File: src/rtl/counter_sequencer.sv
// Start/stop/hold sequencer for a WIDTH-bit up-counter with a prescaler,
// programmable terminal value and one-shot or auto-reload mode.
module counter_sequencer #(
  parameter int WIDTH    = 4,
  parameter int PRESCALE = 1
) (
  input  logic             clk,
  input  logic             reset,
  input  logic             start,
  input  logic             stop,
  input  logic             hold,
  input  logic             reload,
  input  logic [WIDTH-1:0] limit,
  output logic [WIDTH-1:0] q,
  output logic             busy,
  output logic             done
);
  localparam int PW = (PRESCALE > 1) ? $clog2(PRESCALE) : 1;
  localparam logic [PW-1:0] PLAST = PW'(PRESCALE - 1);

  typedef enum logic {IDLE, RUN} state_t;

  state_t           state_q, state_d;
  logic [WIDTH-1:0] q_q, q_d, lim_q, lim_d;
  logic [PW-1:0]    presc_q, presc_d;
  logic             mode_q, mode_d, busy_q, busy_d, done_q, done_d;

  always_ff @(posedge clk) begin
    if (reset) begin
      state_q <= IDLE;
      q_q     <= '0;
      lim_q   <= '0;
      presc_q <= '0;
      mode_q  <= 1'b0;
      busy_q  <= 1'b0;
      done_q  <= 1'b0;
    end else begin
      state_q <= state_d;
      q_q     <= q_d;
      lim_q   <= lim_d;
      presc_q <= presc_d;
      mode_q  <= mode_d;
      busy_q  <= busy_d;
      done_q  <= done_d;
    end
  end

  // Priority: stop > start/restart > counting (hold freezes the counting path)
  always_comb begin
    state_d = state_q;
    q_d     = q_q;
    lim_d   = lim_q;
    presc_d = presc_q;
    mode_d  = mode_q;
    done_d  = 1'b0;
    if (stop) begin
      state_d = IDLE;
      q_d     = '0;
      presc_d = '0;
    end else if (start) begin
      if (limit != '0) begin
        state_d = RUN;
        lim_d   = limit;
        mode_d  = reload;
        q_d     = '0;
        presc_d = '0;
      end else if (state_q == RUN) begin
        // restart with a zero limit aborts the run
        state_d = IDLE;
        q_d     = '0;
        presc_d = '0;
      end
    end else if (state_q == RUN && !hold) begin
      if (presc_q == PLAST) begin
        presc_d = '0;
        if (q_q == lim_q) begin
          q_d    = '0;
          done_d = 1'b1;
          if (!mode_q) state_d = IDLE;
        end else begin
          q_d = q_q + WIDTH'(1);
        end
      end else begin
        presc_d = presc_q + PW'(1);
      end
    end
    busy_d = (state_d == RUN);
  end

  always_comb begin
    q    = q_q;
    busy = busy_q;
    done = done_q;
  end
endmodule

File: config.mk
export PLATFORM = sky130hd
export DESIGN_NAME = counter_sequencer
export DESIGN_NICKNAME = d
export VERILOG_FILES = /design/src/rtl/counter_sequencer.sv
export SDC_FILE = /design/constraint.sdc
export NUM_CORES = 1
export LEC_CHECK = 0
export CORE_AREA = 2 2 39 41
export CTS_CLUSTER_SIZE = 28
export DETAILED_ROUTE_END_ITERATION = 6
export DIE_AREA = 0 0 41 43
export PLACE_DENSITY_LB_ADDON = 0.2
export SLEW_MARGIN = 40
export SYNTH_ARGS = -nofsm -noshare
export SYNTH_HDL_FRONTEND = slang
export SYNTH_SLANG_ARGS = --single-unit
File: constraint.sdc
create_clock -name clk -period 1.5 [get_ports clk]
set_input_delay 0.45 -clock clk [delete_from_list [all_inputs] [get_ports clk]]
set_output_delay 0.45 -clock clk [all_outputs]
set_load 0.02 [all_outputs]
==> flow_metrics.tcl, run 1 <==
set metrics [dict create \
    outcome "finished with violations" \
    failed_checks "setup timing" \
    drt_iter0_drc 8 \
    layout.nets 99 \
    reg2reg_from "lim_q[2]" \
    min-delay-start "mode_q" \
    cp-end-kind "flop" \
    final_critical_delay_including_setup_and_external_delays_ns 1.51 \
    synthesis.area_per_instance_um2 9.56 \
    firstDrtPassIters 4 \
    clkSinkCount 11 \
    max_stage_delay_ns 0.41 \
    fillers 125 \
    diodes 0 \
    route.detailed.vias_per_inst 5.08 \
    clock_path_buffers 2 \
    library_cells_used_by_synthesis 22 \
    reg2reg_slack_ns 0.08 \
    synth_area_leaders "dfxtp_1, xor2_1, a21oi_1" \
    clk-insertion-delay-late_ns 0.26 \
    post_layout_instance_count_excluding_filler_cells 103 \
    grt_remaining_overflow 0 \
    total_core_area_um2 1380 \
    top_level_pins 16 \
    post_dp_cell_area_um2 785 \
    clkTransAtPathRegs_ns 0.07 \
    tritoncts_clock_tree "yes" \
    ys_seq_elements 11 \
    clock_h_tree_levels 1 \
    yosysSeqAreaShare_pct 39.7 \
    seq_area_um2 220 \
    root_buffer "clkbuf_4" \
    final.hold.worst_slack_ns 0.489 \
    number_of_hold_repair_buffers_added_at_the_cts_stage 0 \
    dp_slack_ns -0.381 \
    track_usage_pct 16.9 \
    fin_crit_sh_pct 101 \
    synthDominantCellAreaShare_pct 39.7 \
    grt_pass1_vias 490 \
    timing.critical_path.max_delay_family "compound AO/OA/AOI/OAI gates" \
    detail_route.wirelength_um 1190 \
    finalCoreUtilization_pct 59.3 \
    buffer_ports.inserted 15 \
    route.antenna.remaining_nets 0 \
    design.die.area_um2 1760 \
    reg2regPathDepth 4 \
    vdd_ir_drop_max_v 0.000388 \
    yosys.area.top_type "dfxtp_1" \
    floorplan.rows 14 \
    clock_skew_ns 0.00335 \
    worstPathMaxFanout 4 \
    synthesis.yosys.warnings 0 \
    floorplan.die.width_um 41 \
    gpl.final_weighted_congestion 0.716 \
    multi_input_comb_area_um2 330 \
    timing_worst_setup_path_type "input pin to flop" \
    timing.hold.worst_path_depth 2 \
    number_of_placed_cells_counting_well_taps 97 \
    worstPathRequired_ns 1.71 \
    num_vias 523 \
    crit_path_start_kind "input pin" \
    leakagePower_uw 0.000380 \
    max-cap-violations 0 \
    mapped_cell_area_um2 554 \
    finalMaxSlewViolations 0 \
    cts_made_buffers 3 \
    wire_length_of_the_first_global_routing_pass_um 1930 \
    layout-drive-gt1-share_pct 21.8 \
    setup_violations 1 \
    timing.rr.end "q[3]" \
    place.detailed.hpwl_um 903 \
    grt_start_max_net_pins 8 \
    syn_nets 69 \
    holdCritPathClass "flop to flop" \
    setup_ws_ns -0.0111 \
    start_util_pct 40.1 \
    whs_endpoint "mode_q" \
    height_of_the_chip_um 43 \
    grt_antenna_before_repair 0 \
    drc 0 \
    finalHoldViolations 0 \
    timing.critical_path.arrival_ns 1.72 \
    wl_per_cell_um 11.6 \
    worstPathBufferInverterCount 1 \
    worst_slew_pin_slew_ns 0.399 \
    area.growth.synth_to_final_pct 48.1 \
    max_freq_mhz 662 \
    path_cells "clkdlybuf4s50_1 > or2_1 > o41ai_1 > a22o_1" \
    maxSlewHeadroom_pct 73.2 \
    grt_setup_unrepaired "yes" \
    postLayoutCellArea_um2 821 \
    timing.critical_path.slowest_stage_cell "clkdlybuf4s50_1" \
    netlist_instances 58 \
    power_density_cells_nw_per_um2 733 \
]
## routing by layer
metal,vias to the layer above,part of all wire [%],global-route usage [%]
met5,-,0,0
met4,0,1.4,8.00
met3,2,4.9,9.95
met2,13,50,25.0
met1,243,44,18.3
li1,265,-,-
## worst max path at each step
| stage | from | to | depth (start not counted) |
|---|---|---|---|
| after detailed placement | limit[2] | lim_q[0] | 7 |
| final | reset | q[3] | 4 |
| after CTS | reset | q[2] | 5 |
| after global routing | reset | q[2] | 4 |
| after global placement | start | q[2] | 6 |
| after floorplan | q[2] | q[3] | 4 |
## cell type report
cell class,instances,area share (%)
Clock buffer,4,3.20
Timing Repair Buffer,25,25.9
Multi-Input combinational cell,44,40.2
Inverter,3,1.37
Sequential cell,11,26.8
Tap cell,16,2.44
## kinds of logic after synthesis
kind of cell    after synthesis  synth area share (%)
flops                        11                  39.7
compound gates               19                  27.5
simple gates                 19                  20.3
mux                           1                  1.81
xor+xnor                      4                  6.32
fa+ha+maj                     1                  2.26
buf+inv                       3                  2.03
## power breakdown
part | total [uW] | internal, uW | switching (uW)
registers | 305 | 300 | 5.04
logic | 104 | 54.8 | 49.4
clock network | 193 | 103 | 90.2
## Yosys cell counts, drive strengths merged
cell type  instances
dfxtp             11
a21oi              6
nand2              5
o21ai              5
nor2b              4
xor2               4
inv                3
nor2               3
o41ai              3
a22o               2
nand2b             2
a21o               1
and2               1
and3               1
ha                 1
mux2i              1
nor3               1
nor4               1
o211ai             1
o22ai              1
or2                1
## sequential cells by signal, summed over array words and instances, names as in the netlist
| register | flops |
|---|---|
| lim_q | 4 |
| q | 4 |
| mode_q | 1 |
| done | 1 |
| busy | 1 |
## timing repair
action | 4_1_cts | 5_1_grt
endpoints found under the setup margin | 13 | 7
resized for setup | 11 | 5
setup buffers | 2 | 0
pin swaps | 0 | 1
## tightest hold or removal path, cell delays in order (launching register included)
cell	delay (ns)
dfxtp_1	0.31
o21ai_0	0.07
a21oi_1	0.07
## cells in the final DEF, fill, tap and decap left out, types with 2 or more instances in the layout
master,n
dlygate4sd2_1,8
nand2b_1,2
inv_1,3
nand2_1,5
nor2_1,3
a21oi_1,6
a22o_1,2
dfxtp_1,11
nor2b_1,3
clkbuf_4,3
xor2_1,4
clkdlybuf4s50_1,4
o41ai_1,2
buf_4,10
o21ai_0,5
## through the flow
| step | total power [uW] | setup TNS [ns] |
|---|---|---|
| floorplan | 356 | 0 |
| global placement | 413 | -3.17 |
| detailed placement | 414 | -3.43 |
| CTS | 612 | 0 |
| global route | 642 | -0.0666 |
| finish | 602 | -0.0111 |
(Power assumes the default switching activity.)
==> run 2, diff against run 1 <==
- CORE_AREA: 2 2 39 41 -> 10 10 47 49
- DIE_AREA: 0 0 41 43 -> 0 0 57 59
- DONT_BUFFER_PORTS: unset -> 1
- clock period: 1.5 -> 1.4 ns (I/O delays scaled with it)
==> run 2 against run 1 <==
The flow now finishes without violations. First-iteration DRC count increased by 13%. Combinational power decreased by 37%. Wire length increased by 2.9%. Power about the same. Die area increased by 91%. Flip-flop and latch count unchanged. Global-route usage decreased by 9.9 points. Clock power increased by 9%. Clock skew decreased by 0.0029 ns. Sequential share of layout area increased by 7.0 points. Core utilization decreased by 13 points. Critical path depth unchanged. Critical path type is now flop to flop. Largest power group unchanged.
==> flow_metrics.tcl, run 2 (same netlist as run 1, synthesis figures left out) <==
set metrics [dict create \
    height_of_the_chip_um 59 \
    detail_route.wirelength_um 1230 \
    track_usage_pct 6.93 \
    place.detailed.hpwl_um 962 \
    max_freq_mhz 748 \
    floorplan.rows 14 \
    buffer_ports.inserted 0 \
    crit_path_start_kind "flop" \
    maxSlewHeadroom_pct 78.4 \
    holdCritPathClass "input pin to flop" \
    number_of_placed_cells_counting_well_taps 80 \
    grt_start_max_net_pins 9 \
    outcome "finished, final reports clean" \
    timing_worst_setup_path_type "flop to flop" \
    worst_slew_pin_slew_ns 0.322 \
    layout.nets 81 \
    setup-tns-final_ns 0 \
    max-cap-violations 0 \
    clk-insertion-delay-late_ns 0.26 \
    wl_per_cell_um 14.4 \
    area.growth.synth_to_final_pct 18.1 \
    fin_crit_sh_pct 95.5 \
    route.antenna.remaining_nets 0 \
    final.hold.worst_slack_ns 0.218 \
    finalHoldViolations 0 \
    setup_violations 0 \
    cp-end-kind "flop" \
    timing.critical_path.depth 4 \
    design.die.area_um2 3360 \
    grt_antenna_before_repair 0 \
    timing.critical_path.slowest_stage_cell "nor4_4" \
    clock_path_buffers 2 \
    fillers 137 \
    wire_length_of_the_first_global_routing_pass_um 1830 \
    clkSinkCount 11 \
    mostFrequentLayoutCells "dfxtp_1, buf_4, a21oi_1" \
    max_stage_delay_ns 0.38 \
    final_critical_delay_including_setup_and_external_delays_ns 1.34 \
    tritoncts_clock_tree "yes" \
    number_of_hold_repair_buffers_added_at_the_cts_stage 0 \
    layout-drive-gt1-share_pct 20.3 \
    worstPathMaxFanout 6 \
    timing.critical_path.arrival_ns 1.49 \
    power_density_cells_nw_per_um2 920 \
    reg2regPathDepth 4 \
    timing.critical_path.max_delay_family "simple AND/OR/NAND/NOR gates" \
    worstPathBufferInverterCount 0 \
    start_util_pct 39.6 \
    clock_h_tree_levels 1 \
    top_level_pins 16 \
    postLayoutCellArea_um2 654 \
    root_buffer "clkbuf_4" \
    grt_remaining_overflow 0 \
    timing.hold.worst_path_depth 1 \
    post_cts_repair_setup_buffers 0 \
    total_of_cells_resized_after_clock_tree_synthesis 0 \
    clkTransAtPathRegs_ns 0.07 \
    leakagePower_uw 0.000276 \
    path_cells "xor2_1 > nor4_4 > o41ai_1 > a22o_1" \
    num_vias 434 \
    post_layout_instance_count_excluding_filler_cells 85 \
    post_dp_cell_area_um2 621 \
    total_core_area_um2 1400 \
    drt_iter0_drc 9 \
    diodes 0 \
    finalMaxSlewViolations 0 \
    route.detailed.vias_per_inst 5.11 \
    gpl.final_weighted_congestion 0.689 \
    cts_made_buffers 3 \
    vdd_ir_drop_max_v 0.000451 \
    floorplan.die.width_um 57 \
    grt_setup_unrepaired "yes" \
    clock_skew_ns 0.000461 \
    drc 0 \
    finalCoreUtilization_pct 46.7 \
    worstPathRequired_ns 1.56 \
    firstDrtPassIters 4 \
    grt_pass1_vias 400 \
    layout.cells.most_common "dfxtp_1" \
]
-- run 2: power by group --
part | total (uW) | internal [uW] | switching (uW)
clock network | 210 | 110 | 100
registers | 326 | 321 | 5.37
logic | 65.6 | 32.8 | 32.8
-- run 2: cell type report --
type / count / area (um2) / share of cell area (%)
Sequential cell: 11 / 221 / 33.8
Inverter: 3 / 11.3 / 1.72
Tap cell: 16 / 20.0 / 3.06
Multi-Input combinational cell: 44 / 323 / 49.3
Clock buffer: 4 / 26.3 / 4.02
Timing Repair Buffer: 7 / 52.6 / 8.03
-- run 2: worst paths after layout --
check / slack, ns / to / start
worst max-delay path: 0.06 / q[3] / lim_q[2]
worst min-delay path: 0.22 / lim_q[0] / reset
worst max register to register: 0.06 / q[3] / lim_q[2]
worst min register to register: 0.49 / lim_q[3] / lim_q[3]
-- run 2: layer usage --
layer  track usage, %  wire length (um)  up-vias
met3             2.58                71        2
li1                 -                 -      231
met5                0                 0        -
met2             10.2               598        8
met4             5.03                10        0
met1             8.00               543      193
-- run 2: worst register-to-register path, stage by stage (launching register included) --
cell     delay (ns)
dfxtp_1        0.32
xor2_1         0.18
nor4_4         0.38
o41ai_1        0.13
a22o_1         0.23
-- run 2: metrics by stage --
step / setup slack [ns] / power (uW)
3_5_place_dp: 0.00399 / 394
2_1_floorplan: 0.000439 / 381
3_3_place_gp: 0.0354 / 393
5_1_grt: -0.0156 / 630
4_1_cts: 0.0455 / 605
6_report: 0.0625 / 602
